### src/rtl/synth_pkg.sv
// Shared synth-block definitions: voice allocator FSM encoding, voice classes, key width default.
package synth_pkg;

  localparam int KEY_W_DEF = 7;

  typedef enum logic {
    IDLE       = 1'b0,
    RETRIG_LOW = 1'b1
  } state_t;

  typedef enum logic [1:0] {
    FREE      = 2'd0,
    RELEASING = 2'd1,
    HELD      = 2'd2
  } vclass_t;

  function automatic vclass_t classify(input logic gate, input logic running);
    if (gate)
      return HELD;
    else if (running)
      return RELEASING;
    else
      return FREE;
  endfunction

endpackage

### src/rtl/voice_select.sv
// Combinational voice picker: key retrigger, then lowest free, then oldest releasing, then oldest held.
module voice_select
  import synth_pkg::*;
#(
  parameter int VOICES = 4,
  parameter int KEY_W  = KEY_W_DEF,
  parameter int AGE_W  = 8
) (
  input  logic [VOICES-1:0]         gate,
  input  logic [VOICES-1:0]         running,
  input  logic [VOICES*AGE_W-1:0]   ages,
  input  logic [VOICES*KEY_W-1:0]   keys,
  input  logic [KEY_W-1:0]          req_key,
  output logic [$clog2(VOICES)-1:0] target,
  output logic                      steal
);

  localparam int IDX_W = $clog2(VOICES);

  logic             hit_ok, free_ok, rel_ok, held_ok;
  logic [IDX_W-1:0] hit_idx, free_idx, rel_idx, held_idx;
  logic [AGE_W-1:0] rel_age, held_age;

  always_comb begin
    hit_ok   = 1'b0;
    free_ok  = 1'b0;
    rel_ok   = 1'b0;
    held_ok  = 1'b0;
    hit_idx  = '0;
    free_idx = '0;
    rel_idx  = '0;
    held_idx = '0;
    rel_age  = '0;
    held_age = '0;
    // Strict '>' keeps the lowest index on age ties.
    for (int i = 0; i < VOICES; i++) begin
      case (classify(gate[i], running[i]))
        HELD: begin
          if (!hit_ok && keys[i*KEY_W +: KEY_W] == req_key) begin
            hit_ok  = 1'b1;
            hit_idx = IDX_W'(i);
          end
          if (!held_ok || ages[i*AGE_W +: AGE_W] > held_age) begin
            held_ok  = 1'b1;
            held_idx = IDX_W'(i);
            held_age = ages[i*AGE_W +: AGE_W];
          end
        end
        RELEASING: begin
          if (!rel_ok || ages[i*AGE_W +: AGE_W] > rel_age) begin
            rel_ok  = 1'b1;
            rel_idx = IDX_W'(i);
            rel_age = ages[i*AGE_W +: AGE_W];
          end
        end
        default: begin
          if (!free_ok) begin
            free_ok  = 1'b1;
            free_idx = IDX_W'(i);
          end
        end
      endcase
    end

    if (hit_ok) begin
      target = hit_idx;
      steal  = 1'b1;
    end else if (free_ok) begin
      target = free_idx;
      steal  = 1'b0;
    end else if (rel_ok) begin
      target = rel_idx;
      steal  = 1'b1;
    end else begin
      target = held_idx;
      steal  = 1'b1;
    end
  end

endmodule

### src/rtl/voice_allocator.sv
// Polyphonic voice allocator: maps note-on/off events onto ADSR voices, stealing with a one-cycle gate drop.
module voice_allocator
  import synth_pkg::*;
#(
  parameter int VOICES = 4,
  parameter int KEY_W  = KEY_W_DEF,
  parameter int AGE_W  = 8
) (
  input  logic                    Clock,
  input  logic                    Reset,
  input  logic                    NoteOnValid,
  output logic                    NoteOnReady,
  input  logic [KEY_W-1:0]        NoteOnKey,
  input  logic                    NoteOffValid,
  input  logic [KEY_W-1:0]        NoteOffKey,
  input  logic [VOICES-1:0]       VoiceRunning,
  output logic [VOICES-1:0]       VoiceGate,
  output logic [VOICES*KEY_W-1:0] VoiceKey,
  output logic                    StealPulse
);

  localparam int               IDX_W   = $clog2(VOICES);
  localparam logic [AGE_W-1:0] AGE_MAX = '1;

  function automatic logic [AGE_W-1:0] sat_inc(input logic [AGE_W-1:0] a);
    return (a == AGE_MAX) ? a : a + 1'b1;
  endfunction

  state_t                   state, state_nxt;
  logic [VOICES-1:0]        gate_q, gate_nxt, off_hit, eff_gate;
  logic [VOICES*KEY_W-1:0]  key_q, key_nxt;
  logic [VOICES*AGE_W-1:0]  age_q, age_nxt;
  logic [IDX_W-1:0]         tgt_q, tgt_nxt, sel_idx, commit_idx;
  logic                     sel_steal, steal_nxt, steal_q, commit, accept;

  always_ff @(posedge Clock) begin
    assert (VOICES >= 2) else $error("voice_allocator: VOICES must be at least 2");
  end

  always_comb begin
    off_hit = '0;
    for (int i = 0; i < VOICES; i++)
      off_hit[i] = NoteOffValid && gate_q[i] && (key_q[i*KEY_W +: KEY_W] == NoteOffKey);
  end

  // Note-off takes effect before note-on selection in the same cycle.
  assign eff_gate = gate_q & ~off_hit;

  voice_select #(
    .VOICES (VOICES),
    .KEY_W  (KEY_W),
    .AGE_W  (AGE_W)
  ) u_select (
    .gate    (eff_gate),
    .running (VoiceRunning),
    .ages    (age_q),
    .keys    (key_q),
    .req_key (NoteOnKey),
    .target  (sel_idx),
    .steal   (sel_steal)
  );

  assign NoteOnReady = Reset && (state == IDLE);
  assign accept      = NoteOnValid && NoteOnReady;

  always_comb begin
    state_nxt  = state;
    gate_nxt   = eff_gate;
    key_nxt    = key_q;
    age_nxt    = age_q;
    tgt_nxt    = tgt_q;
    steal_nxt  = 1'b0;
    commit     = 1'b0;
    commit_idx = tgt_q;
    case (state)
      IDLE: begin
        if (accept) begin
          key_nxt[sel_idx*KEY_W +: KEY_W] = NoteOnKey;
          if (sel_steal) begin
            gate_nxt[sel_idx] = 1'b0;
            steal_nxt         = 1'b1;
            tgt_nxt           = sel_idx;
            state_nxt         = RETRIG_LOW;
          end else begin
            gate_nxt[sel_idx] = 1'b1;
            commit            = 1'b1;
            commit_idx        = sel_idx;
          end
        end
      end
      RETRIG_LOW: begin
        state_nxt = IDLE;
        // A note-off for the pending key abandons the re-raise.
        if (!(NoteOffValid && NoteOffKey == key_q[tgt_q*KEY_W +: KEY_W])) begin
          gate_nxt[tgt_q] = 1'b1;
          commit          = 1'b1;
          commit_idx      = tgt_q;
        end
      end
      default: state_nxt = IDLE;
    endcase

    for (int i = 0; i < VOICES; i++) begin
      if (!gate_q[i] && !VoiceRunning[i])
        age_nxt[i*AGE_W +: AGE_W] = '0;
      if (commit) begin
        if (IDX_W'(i) == commit_idx)
          age_nxt[i*AGE_W +: AGE_W] = '0;
        else if (gate_q[i] || VoiceRunning[i])
          age_nxt[i*AGE_W +: AGE_W] = sat_inc(age_q[i*AGE_W +: AGE_W]);
      end
    end
  end

  always_ff @(posedge Clock or negedge Reset) begin
    if (!Reset)
      state <= IDLE;
    else
      state <= state_nxt;
  end

  always_ff @(posedge Clock or negedge Reset) begin
    if (!Reset) begin
      gate_q  <= '0;
      key_q   <= '0;
      age_q   <= '0;
      tgt_q   <= '0;
      steal_q <= 1'b0;
    end else begin
      gate_q  <= gate_nxt;
      key_q   <= key_nxt;
      age_q   <= age_nxt;
      tgt_q   <= tgt_nxt;
      steal_q <= steal_nxt;
    end
  end

  assign VoiceGate  = gate_q;
  assign VoiceKey   = key_q;
  assign StealPulse = steal_q;

endmodule

### config.mk
export PLATFORM = sky130hd
export DESIGN_NAME = voice_allocator
export DESIGN_NICKNAME = d
export VERILOG_FILES = /design/src/rtl/synth_pkg.sv /design/src/rtl/voice_select.sv /design/src/rtl/voice_allocator.sv
export SDC_FILE = /design/constraint.sdc
export NUM_CORES = 1
export LEC_CHECK = 0
export BUFFER_PORTS_ARGS = -buffer_cell sky130_fd_sc_hd__buf_2
export CORE_MARGIN = 4
export CORE_UTILIZATION = 50
export DETAILED_ROUTE_END_ITERATION = 10
export GPL_ROUTABILITY_DRIVEN = 0
export GPL_TIMING_DRIVEN = 1
export PLACE_DENSITY = 0.66
export RECOVER_POWER = 100
export SETUP_SLACK_MARGIN = 0.2
export SLEW_MARGIN = 20
export SYNTH_ARGS = -nofsm -noshare
export SYNTH_HDL_FRONTEND = slang
export SYNTH_HIERARCHICAL = 1
export SYNTH_SLANG_ARGS = --single-unit
### constraint.sdc
create_clock -name Clock -period 16.4 [get_ports Clock]
set_clock_uncertainty 0.05 [all_clocks]
set_input_delay 0.82 -clock Clock [delete_from_list [all_inputs] [get_ports Clock]]
set_output_delay 0.82 -clock Clock [all_outputs]
set_load 0.05 [all_outputs]
; ---- Word-level counts from Yosys, hierarchy flattened
; Index checks and enable logic that the tools add are counted.
[word_totals]
inputBits = 22
regBits = 68
elab_cells = 229
output_inout_bits = 34
[classes]
n_reduce_logical = 54
bitwise = 7
eq_ne = 28
muxes = 111
addsub = 5
shifts = 3
mul = 2
magnitude_cmp = 10
[op_table]
columns = cell, count
row1 = 8-bit two-way mux, 30
row2 = 7-bit equality test, 9
row3 = 2-bit two-way mux, 29
row4 = 8-bit > comparator, 6
row5 = 1-bit two-way mux, 42
row6 = 5-bit negation with 34-bit output, 1
row7 = "7-bit by 34-bit variable shift with 28-bit output, first input constant", 1
row8 = 7-bit by 34-bit indexed part select with 28-bit output, 1
row9 = "8-bit by 1-bit adder with 8-bit output, second input constant", 4
row10 = "8-bit equality test, second input constant", 4
row11 = 28-bit bitwise mux, 1
row12 = 28-bit by 6-bit indexed part select with 7-bit output, 1
row13 = 1-bit logical AND, 20
row14 = 1-bit logical NOT, 17
row15 = "4-bit inequality test, second input constant", 4
row16 = 4-bit two-way mux, 3
row17 = 1-bit logical OR, 10
row18 = "2-bit by 3-bit multiplier with 5-bit output, second input constant", 2
row19 = 4-bit AND, 2
row20 = "2-bit by 1-bit equality test with 1-bit output, second input constant", 4
row21 = "2-bit equality test, second input constant", 4
row22 = 4-bit inverter, 2
row23 = 4-bit bitwise OR, 2
row24 = 4-bit case mux with 2 select lines, 1
row25 = other kinds (12), 20

; ---- Longest topological paths before layout
[depth]
word_depth = 31
ltp_mapped = 34
mapped_depth_nobuf = 32

; ---- Modules after synthesis
; The synthesis kept the hierarchy.
[by_module_without_submodules]
columns = module, area_each_um2, seq_area_each_um2, cells_per_inst, instances
row1 = voice_allocator, 4082.7, 1676.6, 464, 1
row2 = voice_select, 2095.8, 0.0, 270, 1

; ---- Least setup slack after synthesis
; No wires, ideal clock.
[synth_path]
path_type = input -> register
from = input port NoteOffKey[0]
to = register key_q[11] (netlist: VoiceKey[11])
required_ns = 16.267
stages = 32
arrival_ns = 7.841
path_buffers = 2
setup_ns = 0.083
setup_slack_ns = 8.426
cell_sequence = clkbuf_1 xnor2_1 nand4_1 o21a_1 nor2b_1 buf_2 nand2_1 ha_1 nor2b_1 o21a_1 o21ai_0 a21oi_1 o211ai_2 mux2_2 ha_1 a21o_1 a211o_1 o311ai_4 mux2_2 ha_1 and4b_1 a211oi_1 o211ai_1 o21ai_0 a21oi_1 a311oi_1 o21ai_0 inv_1 ha_1 nor3b_1 nand2_1 o21ai_0
[synth_between]
elab_chain_len = 26
elab_cells_between_ends = 115
classes_between = add/sub (1) / mul (1) / order compare (6) / eq/ne (12) / shift (2) / mux (65) / bitwise (2) / reduce/logical (26)
[synth_rtl]
columns = item, line_no
row1 = start: declaration, voice_allocator.sv:15  ; input logic [KEY_W-1:0] NoteOffKey,
row2 = 7-bit equality test (*), voice_allocator.sv:43  ; off_hit[i] = NoteOffValid && gate_q[i] && (key_q[i*KEY_W +: KEY_W] == NoteOffKey);
row3 = 1-bit logical AND (*), voice_allocator.sv:43
row4 = 4-bit inverter (*), voice_allocator.sv:47  ; assign eff_gate = gate_q & ~off_hit;
row5 = 4-bit AND (*), voice_allocator.sv:47
row6 = via eff_gate[0], voice_allocator.sv:30  ; logic [VOICES-1:0] gate_q, gate_nxt, off_hit, eff_gate;
row7 = 2-bit two-way mux (*), synth_pkg.sv:18  ; if (gate)
row8 = 2-bit equality test or 2-bit by 1-bit equality test with 1-bit output (tied branches), voice_select.sv:37  ; case (classify(gate[i], running[i]))
row9 = 8-bit two-way mux or 1-bit two-way mux (tied branches), voice_select.sv:37
row10 = (+12 left out), n/a
row11 = 2-bit two-way mux, voice_select.sv:71  ; end else if (rel_ok) begin
row12 = 2-bit two-way mux, voice_select.sv:68  ; end else if (free_ok) begin
row13 = 2-bit two-way mux (*), voice_select.sv:65  ; if (hit_ok) begin
row14 = via sel_idx[1], voice_allocator.sv:33  ; logic [IDX_W-1:0] tgt_q, tgt_nxt, sel_idx, commit_idx;
row15 = 2-bit by 3-bit multiplier with 5-bit output (*), voice_allocator.sv:78  ; key_nxt[sel_idx*KEY_W +: KEY_W] = NoteOnKey;
row16 = 5-bit negation with 34-bit output (*), voice_allocator.sv:78
row17 = 7-bit by 34-bit indexed part select with 28-bit output or 7-bit by 34-bit variable shift with 28-bit output (tied branches), voice_allocator.sv:78
row18 = 28-bit bitwise mux (*), voice_allocator.sv:78
row19 = end signal: assignment, voice_allocator.sv:131  ; key_q <= key_nxt;
row20 = end: declaration, voice_allocator.sv:31  ; logic [VOICES*KEY_W-1:0] key_q, key_nxt;
; Mark *: on every way through the listed nets, which the timed path passes. The rest lies on a longest branch.
; A chain may end at the register's enable or synchronous reset.

; ---- Worst setup path in the final report
[layout_path]
from = input port NoteOffKey[3]
to = register key_q[4] (netlist: VoiceKey[4])
; The elaborated chain is that of the path after synthesis.

==> results.cfg <==
[sta]
setup_viol = 0
period_minus_slack_ns = 10.88
hold_violations = 0
setup_tns_ns = 0
worst_pin_slew_ns = 2.837
drv_slew = 64
max_freq_mhz = 91.87
rsz0062_at_grt = no
fin_crit_sh = 0.6637
hold_slack_ns = 0.5643
maxSlewHeadroom = -0.8911

[yosys]
synth.area.top_cells = dfrtp_1 (27%), ha_1 (12%), xnor2_1 (8.1%), nand2_1 (6.3%), mux2_2 (4.4%)
yosysTopAreaCellShare = 0.2714
netlist_area_um2 = 6178
synth_edf_count = 0
synthCells = 734
synth.distinct_cells = 62
yosysWarnings = 6
ys_top_cells_by_count = nand2_1 (104), dfrtp_1 (67), ha_1 (60), xnor2_1 (57), nor2_1 (49)
synth_top_flop_cell = dfrtp_1
ys_ff_latch = 67
async_flop_share = 1.000
yosysMostFrequentCell = nand2_1
avgSynthCellArea_um2 = 8.417
synth.largest_area_cell = dfrtp_1
ys_seq_area_frac = 0.2714
synth_nets = 816

[setup_path]
cp_max_fo = 16
worst_ep_required_time_ns = 16.61
crit_type = input port to flip-flop
slowest_stage = o311ai_0
cp-end-kind = flip-flop
critPathMaxStageDelay_ns = 1.63
arrival_ns = 11.09
cp-start-kind = input port

[layout]
area_growth_pct = 9.984
antenna_cells = 0
nFillCells = 1115
layout.area.seq_um2 = 1677
multi_input_area_um2 = 4242
layout.cells.non_filler = 951
nets = 860
fin_util = 0.5634
drive_gt1_frac = 0.09579

[routing]
drtIter0Drc = 423
drc = 0
drtAntennaViolNets = 0
vias = 5872
routed_wl_um = 18690
detail_route.wl_per_cell_um = 19.65
first_pass_iters = 5
routed_via_density = 6.175

[power_and_ir_drop]
ir_worst_vdd_uv = 109.8
p_leak_nw = 2.740
total_power_mw = 1.122
power_density_nw_per_um2 = 165.1

[clocking]
post_cts.repair.setup_buffers = 0
clk_latency_ns = 0.35
post_cts_resized = 0
cts_buffer_depth = 2
root_buffer = clkbuf_16
clk_transition_reported_paths_ns = 0.05
htree_levels = 3
cts_tree = yes
postCtsHoldBufs = 0
clkSinkCount = 67
cts_buffers = 9

[grt]
grt.overflow.total = 0
grt_pass1_wl_um = 29960
grtUsageMet3 = 0.03941
antenna_found_initial = 0
grt_usage = 0.2661
use_met1 = 0.3482
met2_usage = 0.4225
grt_pass1_vias = 5723
grt_max_degree = 53
grt-busiest-layer = met2

[floorplan]
core_region_area_um2 = 12060
io_pins = 56
die-width_um = 119.2
start_util = 0.5122
core.rowCount = 40
die-area_um2 = 14200
die_h_um = 119.2

[worst_hold_path]
hold_path_class = flip-flop to flip-flop

[place]
port_buffers = 55
hpwl_um = 13920
dp_cells = 935

[run_status]
status = finished with violations
violations = max-capacitance violations, max-slew violations

[run]
maxCapViolCount = 2
[critical path, delay by kind of cell]
kind | cells | cell delay [ns]
AOI/OAI and AO/OA | 15 | 4.97
xor gates and xnor gates | 1 | 0.18
adders and majority gates | 4 | 1.35
buffers and inverters | 2 | 0.64
muxes | 2 | 0.87
and+or+nand+nor | 7 | 2.23
[through the flow]
stage	setup WS, ns	area, µm²
6_report	5.515	6795
5_1_grt	4.629	6795
3_5_place_dp	6.810	6563
2_1_floorplan	8.426	6178
3_3_place_gp	7.280	6558
4_1_cts	7.166	6868
[sequential cells by signal, indices dropped and copies added, names as in the netlist]
register	flops
age_q	32
VoiceGate	4
VoiceKey	28
tgt_q	2
state	1
[routing by layer]
| metal | up-vias | share of wire |
|---|---|---|
| li1 | 2768 | - |
| met1 | 2806 | 0.44 |
| met4 | 0 | 0.047 |
| met3 | 66 | 0.052 |
| met5 | - | 0 |
| met2 | 232 | 0.46 |
[cells in the final DEF, fill, tap and decap left out, drive strengths merged, types with 30 or more instances in the layout]
cell,netlist,routed
ha,60,60
o21ai,43,43
clkbuf,14,49
a21oi,41,41
nand2,104,104
dfrtp,67,67
nand4,36,36
inv,30,30
nor2,49,49
xnor2,57,57
[final timing paths]
| kind | from | endpoint | slack, ns | cells past startpoint |
|---|---|---|---|---|
| setup / recovery | NoteOffKey[3] | VoiceKey[4] | 5.52 | 31 |
| hold / removal | age_q[24] | age_q[24] | 0.56 | 2 |
| setup reg to reg | VoiceKey[3] | VoiceKey[4] | 5.80 | 30 |
| hold reg to reg | age_q[24] | age_q[24] | 0.56 | 2 |
| max in group asynchronous | Reset | age_q[2] | 12.40 | 2 |
| min in group asynchronous | Reset | age_q[7] | 0.63 | 1 |
[cell type report]
class / instances / share of cell area
clock buffers: 12 / 0.03775
flip-flops and latches: 67 / 0.2467
multi-input cells: 612 / 0.6242
clock inverters: 4 / 0.007181
well taps: 168 / 0.03093
inverters: 30 / 0.01657
repair buffers: 58 / 0.03664
[where the power goes]
group          switching [mW]  internal, mW
clock network          0.0779         0.126
logic                   0.414         0.227
registers              0.0776         0.200
total                   0.570         0.552
[kinds of logic (layout without fill, tap and decap cells)]
logic type,after synthesis,after routing,share of synthesized area
flip-flops,67,67,0.2714
buffers and inverters,55,104,0.04010
multiplexers,33,33,0.07047
AO/OA/AOI/OAI,168,168,0.1796
AND/OR/NAND/NOR,287,287,0.2262
XOR/XNOR,64,64,0.09073
adder cells (fa/ha/maj),60,60,0.1215
No activity file was read; power rests on OpenSTA's default activity.
